<file path="src/rtl/alu_sequencer_if.sv">
// Request/response and ALU-side bus of the ALU sequencer, plus the shared ALU op codes.
// The sequencer sits on the slave modport; the requester/consumer/ALU environment uses master.
`ifndef ALU_ADD
`define ALU_ADD 3'd0
`endif
`ifndef ALU_SUB
`define ALU_SUB 3'd1
`endif
`ifndef ALU_AND
`define ALU_AND 3'd2
`endif
`ifndef ALU_OR
`define ALU_OR 3'd3
`endif
`ifndef ALU_XOR
`define ALU_XOR 3'd4
`endif

interface alu_sequencer_if #(parameter int N = 8);
  logic         req_valid;
  logic         req_ready;
  logic [2:0]   req_mode;
  logic [N-1:0] req_a;
  logic [N-1:0] req_b;

  logic         alu_enable;
  logic [2:0]   alu_mode;
  logic [N-1:0] alu_a;
  logic [N-1:0] alu_b;
  logic [N-1:0] alu_out;
  logic         alu_flag_zero;
  logic         alu_flag_carry;

  logic         rsp_valid;
  logic         rsp_ready;
  logic [N-1:0] rsp_result;
  logic         rsp_zero;
  logic         rsp_carry;
  logic         rsp_err;

  logic         flag_z;
  logic         flag_c;

  modport slave (
    input  req_valid, req_mode, req_a, req_b,
    input  alu_out, alu_flag_zero, alu_flag_carry,
    input  rsp_ready,
    output req_ready,
    output alu_enable, alu_mode, alu_a, alu_b,
    output rsp_valid, rsp_result, rsp_zero, rsp_carry, rsp_err,
    output flag_z, flag_c
  );

  modport master (
    output req_valid, req_mode, req_a, req_b,
    output alu_out, alu_flag_zero, alu_flag_carry,
    output rsp_ready,
    input  req_ready,
    input  alu_enable, alu_mode, alu_a, alu_b,
    input  rsp_valid, rsp_result, rsp_zero, rsp_carry, rsp_err,
    input  flag_z, flag_c
  );
endinterface

</file>
<file path="src/rtl/alu_sequencer.sv">
// Issues one request at a time to a registered ALU and returns its result with per-op flags,
// maintaining the architectural Z/C flags used by branch logic.
//
// state | meaning
// IDLE  | ready for a request; operands latched on accept
// ISSUE | alu_enable pulsed for one cycle
// WAIT  | two-cycle settle, ALU result captured on terminal count
// RESP  | response held until the consumer takes it
module alu_sequencer #(
  parameter int N = 8
) (
  input  logic           i_clk,
  input  logic           i_rst_n,
  alu_sequencer_if.slave bus
);

  typedef enum logic [1:0] {
    S_IDLE  = 2'd0,
    S_ISSUE = 2'd1,
    S_WAIT  = 2'd2,
    S_RESP  = 2'd3
  } state_t;

  state_t       r_state;
  state_t       w_next;

  logic         r_wait_cnt;
  logic [2:0]   r_alu_mode;
  logic [N-1:0] r_alu_a;
  logic [N-1:0] r_alu_b;
  logic [N-1:0] r_rsp_result;
  logic         r_rsp_zero;
  logic         r_rsp_carry;
  logic         r_rsp_err;
  logic         r_flag_z;
  logic         r_flag_c;

  logic         w_accept;
  logic         w_capture;
  logic         w_done;
  logic         w_mode_legal;
  logic         w_mode_arith;
  logic         w_req_ready;
  logic         w_alu_enable;
  logic         w_rsp_valid;

  assign w_accept  = (r_state == S_IDLE) && bus.req_valid;
  assign w_capture = (r_state == S_WAIT) && (r_wait_cnt == 1'b0);
  assign w_done    = (r_state == S_RESP) && bus.rsp_ready;

  assign w_mode_arith = (r_alu_mode == `ALU_ADD) || (r_alu_mode == `ALU_SUB);
  assign w_mode_legal = w_mode_arith || (r_alu_mode == `ALU_AND) ||
                        (r_alu_mode == `ALU_OR) || (r_alu_mode == `ALU_XOR);

  always_ff @(posedge i_clk) begin
    if (!i_rst_n) begin
      r_state <= S_IDLE;
    end else begin
      r_state <= w_next;
    end
  end

  always_comb begin
    w_next = r_state;
    unique case (r_state)
      S_IDLE:  if (bus.req_valid) w_next = S_ISSUE;
      S_ISSUE: w_next = S_WAIT;
      S_WAIT:  if (w_capture) w_next = S_RESP;
      S_RESP:  if (bus.rsp_ready) w_next = S_IDLE;
      default: w_next = S_IDLE;
    endcase
  end

  always_comb begin
    w_req_ready  = 1'b0;
    w_alu_enable = 1'b0;
    w_rsp_valid  = 1'b0;
    unique case (r_state)
      S_IDLE:  w_req_ready  = 1'b1;
      S_ISSUE: w_alu_enable = 1'b1;
      S_WAIT:  ;
      S_RESP:  w_rsp_valid  = 1'b1;
      default: ;
    endcase
  end

  // Operands held from accept until the next accept; response and flags change only at capture.
  always_ff @(posedge i_clk) begin
    if (!i_rst_n) begin
      r_wait_cnt   <= 1'b0;
      r_alu_mode   <= 3'd0;
      r_alu_a      <= '0;
      r_alu_b      <= '0;
      r_rsp_result <= '0;
      r_rsp_zero   <= 1'b0;
      r_rsp_carry  <= 1'b0;
      r_rsp_err    <= 1'b0;
      r_flag_z     <= 1'b0;
      r_flag_c     <= 1'b0;
    end else begin
      if (w_accept) begin
        r_alu_mode <= bus.req_mode;
        r_alu_a    <= bus.req_a;
        r_alu_b    <= bus.req_b;
      end

      if (r_state == S_ISSUE) begin
        r_wait_cnt <= 1'b1;
      end else if ((r_state == S_WAIT) && (r_wait_cnt != 1'b0)) begin
        r_wait_cnt <= r_wait_cnt - 1'b1;
      end

      if (w_capture) begin
        if (w_mode_legal) begin
          r_rsp_result <= bus.alu_out;
          r_rsp_zero   <= bus.alu_flag_zero;
          r_rsp_carry  <= w_mode_arith & bus.alu_flag_carry;
          r_rsp_err    <= 1'b0;
          r_flag_z     <= bus.alu_flag_zero;
          if (w_mode_arith) begin
            r_flag_c <= bus.alu_flag_carry;
          end
        end else begin
          // Illegal op: mirror the ALU default (zero result) and leave architectural flags alone.
          r_rsp_result <= '0;
          r_rsp_zero   <= 1'b1;
          r_rsp_carry  <= 1'b0;
          r_rsp_err    <= 1'b1;
        end
      end
    end
  end

  assign bus.req_ready  = w_req_ready;
  assign bus.alu_enable = w_alu_enable;
  assign bus.alu_mode   = r_alu_mode;
  assign bus.alu_a      = r_alu_a;
  assign bus.alu_b      = r_alu_b;
  assign bus.rsp_valid  = w_rsp_valid;
  assign bus.rsp_result = r_rsp_result;
  assign bus.rsp_zero   = r_rsp_zero;
  assign bus.rsp_carry  = r_rsp_carry;
  assign bus.rsp_err    = r_rsp_err;
  assign bus.flag_z     = r_flag_z;
  assign bus.flag_c     = r_flag_c;

  logic w_unused;
  assign w_unused = w_done;

endmodule

</file>
<file path="src/flat_wrapper.sv">
// flat-port wrapper written by rule: the top's interface ports become plain ports
module alu_sequencer_flat 
#(
  parameter int N = 8
)
  (i_clk, i_rst_n, bus_req_valid, bus_req_mode, bus_req_a, bus_req_b, bus_alu_out, bus_alu_flag_zero, bus_alu_flag_carry, bus_rsp_ready, bus_req_ready, bus_alu_enable, bus_alu_mode, bus_alu_a, bus_alu_b, bus_rsp_valid, bus_rsp_result, bus_rsp_zero, bus_rsp_carry, bus_rsp_err, bus_flag_z, bus_flag_c);
  alu_sequencer_if #(.N(N)) bus_i ();
  input  logic i_clk;
  input  logic i_rst_n;
  input wire logic [$bits(bus_i.req_valid)-1:0] bus_req_valid;
  input wire logic [$bits(bus_i.req_mode)-1:0] bus_req_mode;
  input wire logic [$bits(bus_i.req_a)-1:0] bus_req_a;
  input wire logic [$bits(bus_i.req_b)-1:0] bus_req_b;
  input wire logic [$bits(bus_i.alu_out)-1:0] bus_alu_out;
  input wire logic [$bits(bus_i.alu_flag_zero)-1:0] bus_alu_flag_zero;
  input wire logic [$bits(bus_i.alu_flag_carry)-1:0] bus_alu_flag_carry;
  input wire logic [$bits(bus_i.rsp_ready)-1:0] bus_rsp_ready;
  output wire logic [$bits(bus_i.req_ready)-1:0] bus_req_ready;
  output wire logic [$bits(bus_i.alu_enable)-1:0] bus_alu_enable;
  output wire logic [$bits(bus_i.alu_mode)-1:0] bus_alu_mode;
  output wire logic [$bits(bus_i.alu_a)-1:0] bus_alu_a;
  output wire logic [$bits(bus_i.alu_b)-1:0] bus_alu_b;
  output wire logic [$bits(bus_i.rsp_valid)-1:0] bus_rsp_valid;
  output wire logic [$bits(bus_i.rsp_result)-1:0] bus_rsp_result;
  output wire logic [$bits(bus_i.rsp_zero)-1:0] bus_rsp_zero;
  output wire logic [$bits(bus_i.rsp_carry)-1:0] bus_rsp_carry;
  output wire logic [$bits(bus_i.rsp_err)-1:0] bus_rsp_err;
  output wire logic [$bits(bus_i.flag_z)-1:0] bus_flag_z;
  output wire logic [$bits(bus_i.flag_c)-1:0] bus_flag_c;
  assign bus_i.req_valid = bus_req_valid;
  assign bus_i.req_mode = bus_req_mode;
  assign bus_i.req_a = bus_req_a;
  assign bus_i.req_b = bus_req_b;
  assign bus_i.alu_out = bus_alu_out;
  assign bus_i.alu_flag_zero = bus_alu_flag_zero;
  assign bus_i.alu_flag_carry = bus_alu_flag_carry;
  assign bus_i.rsp_ready = bus_rsp_ready;
  assign bus_req_ready = bus_i.req_ready;
  assign bus_alu_enable = bus_i.alu_enable;
  assign bus_alu_mode = bus_i.alu_mode;
  assign bus_alu_a = bus_i.alu_a;
  assign bus_alu_b = bus_i.alu_b;
  assign bus_rsp_valid = bus_i.rsp_valid;
  assign bus_rsp_result = bus_i.rsp_result;
  assign bus_rsp_zero = bus_i.rsp_zero;
  assign bus_rsp_carry = bus_i.rsp_carry;
  assign bus_rsp_err = bus_i.rsp_err;
  assign bus_flag_z = bus_i.flag_z;
  assign bus_flag_c = bus_i.flag_c;
  alu_sequencer #(.N(N)) u_core (.i_clk(i_clk), .i_rst_n(i_rst_n), .bus(bus_i));
endmodule
</file>
<file path="config.mk">
export PLATFORM = sky130hd
export DESIGN_NAME = alu_sequencer_flat
export DESIGN_NICKNAME = d
export VERILOG_FILES = /design/src/rtl/alu_sequencer_if.sv /design/src/rtl/alu_sequencer.sv /design/src/flat_wrapper.sv
export SDC_FILE = /design/constraint.sdc
export NUM_CORES = 1
export LEC_CHECK = 0
export CORE_UTILIZATION = 30
export CTS_CLUSTER_DIAMETER = 50
export DETAILED_ROUTE_END_ITERATION = 10
export GPL_ROUTABILITY_DRIVEN = 0
export SYNTH_ARGS = -nofsm -noshare
export SYNTH_HDL_FRONTEND = slang
export SYNTH_SLANG_ARGS = --single-unit
</file>
<file path="constraint.sdc">
create_clock -name i_clk -period 3.2 [get_ports i_clk]
set_input_delay 0.96 -clock i_clk [delete_from_list [all_inputs] [get_ports i_clk]]
set_output_delay 0.96 -clock i_clk [all_outputs]
set_load 0.005 [all_outputs]
</file>
==> results of run 1 <==
==> synth_stat cells <==
master    instances
nand2_1          45
dfxtp_1          35
a21boi_0         21
a22o_1            8
ha_1              5
inv_1             4
nor2_1            4
buf_2             3
clkbuf_1          3
mux2i_1           3
o21ai_0           3
nor2b_1           2
o21a_1            2
a222oi_1          1
and2_0            1
and2_1            1
buf_4             1
nand2b_2          1
nand3_1           1
nor3_1            1
nor3b_4           1
o31ai_1           1
==> sequential cells by signal, summed over array words and instances (netlist names), 2 cells and up <==
register and flops:
u_core.r_state 2, u_core.bus.alu_mode 3, u_core.bus.rsp_result 8, u_core.bus.alu_a 8, u_core.bus.alu_b 8
==> worst paths after layout <==
kind / end / depth (start not counted)
worst max-delay path: bus_req_ready / 3
worst min-delay path: u_core.bus.flag_z / 2
worst max register to register: u_core.bus.alu_b[2] / 5
worst min register to register: u_core.bus.flag_z / 2
==> cell type report <==
class / count / share of cell area, %
timing repair buffer: 68 / 31.38
sequential: 35 / 32.43
tap: 52 / 3.011
inverter: 4 / 0.6948
clock buffer: 6 / 3.822
multi-input combinational: 101 / 28.43
clock inverter: 1 / 0.2316
==> logic make-up (layout without fill, tap and decap cells) <==
family	count (synthesis)	count (layout)	synth area share, %
AOI/OAI and AO/OA	36	36	20.18
adders and majority gates	5	5	4.587
buffers and inverters	11	79	3.577
DFF	35	35	51.38
muxes	3	3	2.202
and+or+nand+nor	57	57	18.07
==> worst max-delay path, cell delays in order (launching register included) <==
cell             delay [ns]
dfxtp_1                0.34
inv_1                  0.11
ha_1                   0.22
clkdlybuf4s50_1        0.52
==> layer usage <==
metal / up-vias / global-route usage [%] / part of all wire (%)
met5: - / 0 / 0
met4: 0 / 6.576 / 1.8
met3: 6 / 5.959 / 7.5
met2: 46 / 25.03 / 47
met1: 588 / 17.00 / 44
li1: 621 / - / -
==> where the power goes <==
| part | leakage, nW | internal, mW | total [mW] | switching (mW) |
|---|---|---|---|---|
| clock network | 0.0470 | 0.169 | 0.318 | 0.149 |
| registers | 0.286 | 0.533 | 0.594 | 0.0605 |
| logic | 0.486 | 0.300 | 0.537 | 0.237 |
==> per-stage QoR <==
step           power [mW]  worst slack [ns]  instances  utilization, %  instance area [sq um]
2_1_floorplan      0.8600             1.505        147               -                   1364
5_1_grt             1.552            0.6978        267           49.63                   2161
3_3_place_gp        1.121            0.8738        260           47.61                   2073
6_report            1.449            0.7628        267           49.63                   2161
4_1_cts             1.468            0.7546        267           49.63                   2161
3_5_place_dp        1.142            0.7720        260           47.61                   2073
==> qor.yml, run 1 <==
placed_design:
  io_buffers: 67
  dpl.hpwl_mm: 2.604
grt:
  grt_pass1_vias: 1253
  grt_pass1_wl_mm: 5.740
  grt-ovfl-total: 0
  grt_usage_pct: 15.06
  grt_max_degree: 23
  grt_antenna_before_repair: 0
synthesis:
  synth_top_area_cell: "dfxtp_1"
  synth_fp_nets: 185
  netlist_instances: 147
  yosys_warnings: 0
  synth_area_leaders: "dfxtp_1 51%, nand2_1 12%, a21boi_0 12%"
  synth_seq_cells: 35
  netlist_area_sq_um: 1364
  syn_avg_cell_area_sq_um: 9.278
  synth_cell_types: 22
  ys_seq_area_share_pct: 51.38
  synth_top_area_share_pct: 51.38
cts:
  cts.hold.buffers_added: 0
  cts_tree: "yes"
  max-clock-path-buffers: 2
  htreeDepth: 2
  clk_latency_ns: 0.28
  numCtsBuffers: 5
  post-cts-setup-buffer-count: 0
  cts-root-buf: "clkbuf_8"
  cts.sinks: 35
  post_cts_resized: 0
  clkSlewWorstSetupHoldPaths_ns: 0.07
layout:
  fin_nets: 253
  layout_commonest_cell: "clkdlybuf4s50_1"
  multiInputGateArea_sq_um: 614.3
  fillers: 389
  antennaDiodeCount: 0
  drive_above_1_share_pct: 4.651
  syn_to_final_growth_pct: 58.44
  final_cell_mix: "67 x clkdlybuf4s50_1, 45 x nand2_1, 35 x dfxtp_1, 21 x a21boi_0, 8 x a22o_1"
  seq_area_sq_um: 700.7
route:
  wl_per_cell_um: 13.00
  dr.pass1.iters: 4
  wl_mm: 3.471
  drc: 0
  drtIter0Drc: 26
  vias: 1261
  ant_nets: 0
  vias_per_cell: 4.723
power_and_ir_drop:
  worst_ir_drop_vdd_uv: 346.2
  p_leak_nw: 0.8192
  p_per_area_nw_per_um2: 670.5
critical_path:
  rr_startpoint: "u_core.r_state[0]"
  crit_fanout: 4
  ff2ff_setup_slack_ns: 1.51
  path_class: "flip-flop to output pin"
  critPathLaunchType: "flip-flop"
  worst-endpoint-arrival_ns: 1.48
  endpoint_kind: "output pin"
  startpoint: "u_core.r_state[0]"
  required_ns: 2.24
worst_hold_path:
  hp-class: "flip-flop to flip-flop"
  hp-start: "u_core.bus.flag_z"
sta:
  setup_viol: 0
  worst_pin_slew_ns: 0.6639
  rsz0062_at_grt: "no"
  fmax_ghz: 0.4103
  hold_violations: 0
  fin_skew_ns: 0.005039
  tns_ns: 0
  min_period_ns: 2.437
  whs_ns: 0.4594
  fin_crit_sh_pct: 76.16
  slew_violations: 0
  relSlewSlack_pct: 55.74
floorplan:
  fp.dieH_um: 69.43
  start_util_pct: 31.32
  rows: 24
  ioPinCount: 68
  dieArea_sq_um: 4820
  core_area_sq_um: 4354
  die_w_um: 69.43
run:
  drv_cap: 0
status:
  status: "complete, no violations"
Note: power is estimated with default switching activity, not from simulation.
==> inputs of run 2 (changes only) <==
--- a/config.mk
+++ b/config.mk
@@ -9,6 +9,7 @@
 export CTS_CLUSTER_DIAMETER = 50
 export DETAILED_ROUTE_END_ITERATION = 10
 export GPL_ROUTABILITY_DRIVEN = 0
+export PLACE_DENSITY = 0.65
 export SYNTH_ARGS = -nofsm -noshare
 export SYNTH_HDL_FRONTEND = slang
 export SYNTH_SLANG_ARGS = --single-unit
==> constraint.sdc (replaced) <==
create_clock -name i_clk -period 2 [get_ports i_clk]
set_input_delay 0.6 -clock i_clk [delete_from_list [all_inputs] [get_ports i_clk]]
set_output_delay 0.6 -clock i_clk [all_outputs]
set_load 0.005 [all_outputs]
==> qor.yml, run 2 (synthesized netlist as in run 1, its figures left out) <==
status:
  status: "complete, no violations"
power_and_ir_drop:
  worst_ir_drop_vdd_uv: 760.9
  p_leak_nw: 0.8616
  p_per_area_nw_per_um2: 1130
layout:
  finalInstanceArea_sq_um: 2263
  syn_to_final_growth_pct: 65.96
  drive_above_1_share_pct: 9.132
  fin_util_pct: 51.98
  layout_commonest_cell: "clkdlybuf4s50_1"
  final_cell_mix: "66 x clkdlybuf4s50_1, 45 x nand2_1, 33 x dfxtp_1, 21 x a21boi_0, 8 x a22o_1"
  antennaDiodeCount: 0
  fillers: 412
  fin_nets: 256
placed_design:
  dpl.hpwl_mm: 2.221
  io_buffers: 67
  place_area_sq_um: 2108
sta:
  setup_viol: 0
  min_period_ns: 1.937
  fin_crit_sh_pct: 96.83
  rsz0062_at_grt: "no"
  fin_skew_ns: 0.009067
  tns_ns: 0
  fmax_ghz: 0.5163
  hold_violations: 0
  whs_ns: 0.4606
  relSlewSlack_pct: 64.84
  slew_violations: 0
  worst_pin_slew_ns: 0.5274
cts:
  cts-root-buf: "clkbuf_8"
  cts_tree: "yes"
  htreeDepth: 2
  numCtsBuffers: 5
  clk_latency_ns: 0.28
  cts.sinks: 35
  post-cts-setup-buffer-count: 0
  max-clock-path-buffers: 2
  clkSlewWorstSetupHoldPaths_ns: 0.07
grt:
  grt_usage_pct: 14.51
  grt_pass1_vias: 1216
  grt_max_degree: 20
  grt-ovfl-total: 0
  grt_pass1_wl_mm: 5.554
  grt_antenna_before_repair: 0
critical_path:
  crit_path_max_incr_delay_ns: 0.50
  cpLargestDelayFamily: "buffers and inverters"
  critPathSlowestCell: "clkdlybuf4s50_1"
  worst-endpoint-arrival_ns: 1.34
  worst-path-buf-inv: 1
  critPathLaunchType: "flip-flop"
  path_cells: "ha_1, clkdlybuf4s50_1"
  required_ns: 1.40
  endpoint_kind: "output pin"
  crit_fanout: 4
  path_class: "flip-flop to output pin"
floorplan:
  start_util_pct: 31.32
  core_area_sq_um: 4354
  dieArea_sq_um: 4820
  die_w_um: 69.43
  rows: 24
  fp.dieH_um: 69.43
  ioPinCount: 68
route:
  vias: 1230
  drc: 0
  vias_per_cell: 4.539
  wl_mm: 3.161
  ant_nets: 0
  drtIter0Drc: 28
  wl_per_cell_um: 11.66
  dr.pass1.iters: 4
run:
  drv_cap: 0
worst_hold_path:
  hp-class: "flip-flop to flip-flop"
==> run 2: changes by cell type in the layout (fill, tap and decap cells not counted), moves of 2 or more <==
cell,previous run,this run
buf_4,1,3
dfxtp_1,35,33
ha_1,5,3
ha_4,0,2
inv_1,4,2
inv_4,0,2
==> run 2: layout make-up <==
class / count / area [sq um] / share of cell area (%)
sequential: 35 / 705.7 / 31.18
clock buffer: 6 / 82.58 / 3.648
tap: 52 / 65.06 / 2.875
timing repair buffer: 71 / 715.7 / 31.62
clock inverter: 2 / 35.03 / 1.548
multi-input combinational: 101 / 639.4 / 28.25
inverter: 4 / 20.02 / 0.8845
==> run 2: routing by layer <==
metal / GRT usage (%) / vias to the layer above / routed length [um]
met4: 6.122 / 0 / 45
met5: 0 / - / 0
met2: 23.09 / 38 / 1428
met1: 17.93 / 552 / 1476
li1: - / 633 / -
met3: 4.797 / 7 / 211
==> run 2: path summary, 6_finish.rpt <==
| kind | startpoint | endpoint | slack (ns) | cells past startpoint |
|---|---|---|---|---|
| max | u_core.r_state[0] | bus_rsp_valid | 0.06 | 2 |
| min | u_core.bus.alu_b[5] | u_core.bus.alu_b[5] | 0.46 | 2 |
| max reg2reg | u_core.r_state[0] | u_core.r_state[0] | 0.43 | 4 |
| min reg2reg | u_core.bus.alu_b[5] | u_core.bus.alu_b[5] | 0.46 | 2 |
==> run 2: per-stage QoR <==
stage / std cells / power [mW] / setup slack [ns]
after detailed placement: 263 / 1.870 / 0.07080
after CTS: 271 / 2.587 / 0.002860
after global routing: 271 / 2.745 / 0.01997
after floorplan: 147 / 1.376 / 0.5707
after global placement: 263 / 1.864 / 0.1072
final: 271 / 2.557 / 0.06332
==> run 2: worst min-delay path: stages (launching register included) <==
cell	delay (ns)
dfxtp_1	0.31
nand2_1	0.04
a21boi_0	0.06
==> run 2: where the power goes <==
group          total, mW  internal (mW)  switching [mW]  leakage (nW)
registers          0.970          0.861           0.109         0.287
logic              0.939          0.546           0.393         0.513
clock network      0.648          0.403           0.245        0.0612
==> run 2: repair_timing <==
action,4_1_cts,5_1_grt
gates cloned,0,0
setup endpoints to repair,2,2
gates resized for setup,8,4
hold buffers,0,0
==> inputs of run 3 (changes only) <==
--- a/config.mk
+++ b/config.mk
@@ -5,11 +5,11 @@
 export SDC_FILE = /design/constraint.sdc
 export NUM_CORES = 1
 export LEC_CHECK = 0
-export CORE_UTILIZATION = 30
+export CORE_UTILIZATION = 35
 export CTS_CLUSTER_DIAMETER = 50
 export DETAILED_ROUTE_END_ITERATION = 10
 export GPL_ROUTABILITY_DRIVEN = 0
-export PLACE_DENSITY = 0.65
+export PLACE_DENSITY = 0.74
 export SYNTH_ARGS = -nofsm -noshare
 export SYNTH_HDL_FRONTEND = slang
 export SYNTH_SLANG_ARGS = --single-unit
==> qor.yml, run 3 (synthesized netlist as in run 1, its figures left out) <==
cts:
  clk_latency_ns: 0.28
  max-clock-path-buffers: 2
  htreeDepth: 2
  cts.sinks: 35
  cts-root-buf: "clkbuf_8"
  cts_tree: "yes"
  post-cts-setup-buffer-count: 0
  numCtsBuffers: 5
  cts.hold.buffers_added: 0
  clkSlewWorstSetupHoldPaths_ns: 0.07
floorplan:
  dieArea_sq_um: 4150
  fp.dieH_um: 64.42
  ioPinCount: 68
  die_w_um: 64.42
  start_util_pct: 36.97
  rows: 22
  core_area_sq_um: 3689
critical_path:
  endpoint_kind: "output pin"
  required_ns: 1.40
  crit_fanout: 4
  path_class: "flip-flop to output pin"
  critPathLaunchType: "flip-flop"
  worst-endpoint-arrival_ns: 1.36
layout:
  drive_above_1_share_pct: 9.132
  finalInstanceArea_sq_um: 2273
  final_cell_mix: "66 x clkdlybuf4s50_1, 45 x nand2_1, 33 x dfxtp_1, 21 x a21boi_0, 8 x a22o_1"
  fin_nets: 256
  syn_to_final_growth_pct: 66.70
  antennaDiodeCount: 0
  fillers: 339
  layout_commonest_cell: "clkdlybuf4s50_1"
route:
  highest_layer: "met4"
  drc: 0
  wl_mm: 3.058
  met2_length_mm: 1.331
  drtIter0Drc: 67
  ant_nets: 0
  dr.pass1.iters: 4
  met3WireLength_um: 240
  vias: 1192
  wl_per_cell_um: 11.45
  wl_met1_mm: 1.469
  vias_per_cell: 4.464
power_and_ir_drop:
  worst_ir_drop_vdd_uv: 596.2
  p_per_area_nw_per_um2: 1159
  p_leak_nw: 0.8628
grt:
  grt_pass1_wl_mm: 4.954
  grt_pass1_vias: 1105
  grt-ovfl-total: 0
  grt_usage_pct: 15.73
  grt_max_degree: 20
  grt_antenna_before_repair: 0
sta:
  worst_slack_ns: 0.04497
  worst_pin_slew_ns: 0.4928
  relSlewSlack_pct: 67.15
  slew_violations: 0
  setup_viol: 0
  hold_violations: 0
  fin_crit_sh_pct: 97.75
  fin_skew_ns: 0.006532
  fmax_ghz: 0.5115
  min_period_ns: 1.955
worst_hold_path:
  hp-class: "flip-flop to flip-flop"
placed_design:
  place_area_sq_um: 2103
  dpl.hpwl_mm: 2.139
  io_buffers: 67
  pre_cts_ws_ns: 0.09039
run:
  drv_cap: 0
status:
  status: "complete, no violations"
[run 3: cell type report]
class | count | area (sq um) | share of cell area (%)
repair buffers | 71 | 715.7 | 31.48
clock buffers | 6 | 72.57 | 3.192
multi-input cells | 101 | 641.9 | 28.23
clock inverters | 2 | 60.06 | 2.642
flip-flops and latches | 35 | 705.7 | 31.04
well taps | 48 | 60.06 | 2.642
inverters | 4 | 17.52 | 0.7705
[run 3: stage by stage]
| stage | hold slack, ns | cells | util [%] | power, mW | TNS [ns] |
|---|---|---|---|---|---|
| after floorplan | 0.4511 | 147 | - | 1.376 | 0 |
| after global placement | 0.4493 | 259 | 57.02 | 1.856 | 0 |
| after detailed placement | 0.4531 | 259 | 57.02 | 1.856 | 0 |
| after CTS | 0.4651 | 267 | 61.43 | 2.673 | 0 |
| after global routing | 0.4854 | 267 | 61.64 | 2.813 | -0.002130 |
| final | 0.4613 | 267 | 61.64 | 2.636 | 0 |
[run 3: power by group]
group,switching (mW),leakage [nW],internal [mW],total [mW]
registers,0.102,0.287,0.861,0.963
logic,0.389,0.510,0.543,0.931
clock network,0.244,0.0654,0.498,0.742
[run 3: metal layers]
layer  vias to the layer above  track usage (%)
met3                         2            7.218
met5                         -                0
met4                         0            5.833
li1                        634                -
met1                       516            19.21
met2                        40            24.08
[run 3: path summary, 6_finish.rpt]
check,startpoint,end,slack (ns),cells after the start
worst min-delay path,u_core.bus.flag_z,u_core.bus.flag_z,0.46,2
worst max-delay path,u_core.r_state[0],bus_rsp_valid,0.04,2
worst min register to register,u_core.bus.flag_z,u_core.bus.flag_z,0.46,2
worst max register to register,u_core.r_state[0],u_core.r_state[1],0.47,4
[run 3: critical path: stages, from the launching register on]
cell,delay [ns]
dfxtp_4,0.38
ha_2,0.19
clkdlybuf4s50_1,0.50
[run 3: repair_timing]
action,CTS,global route
pin swaps,1,0
gates resized for setup,9,3
setup endpoints to repair,3,3
cloned,0,0
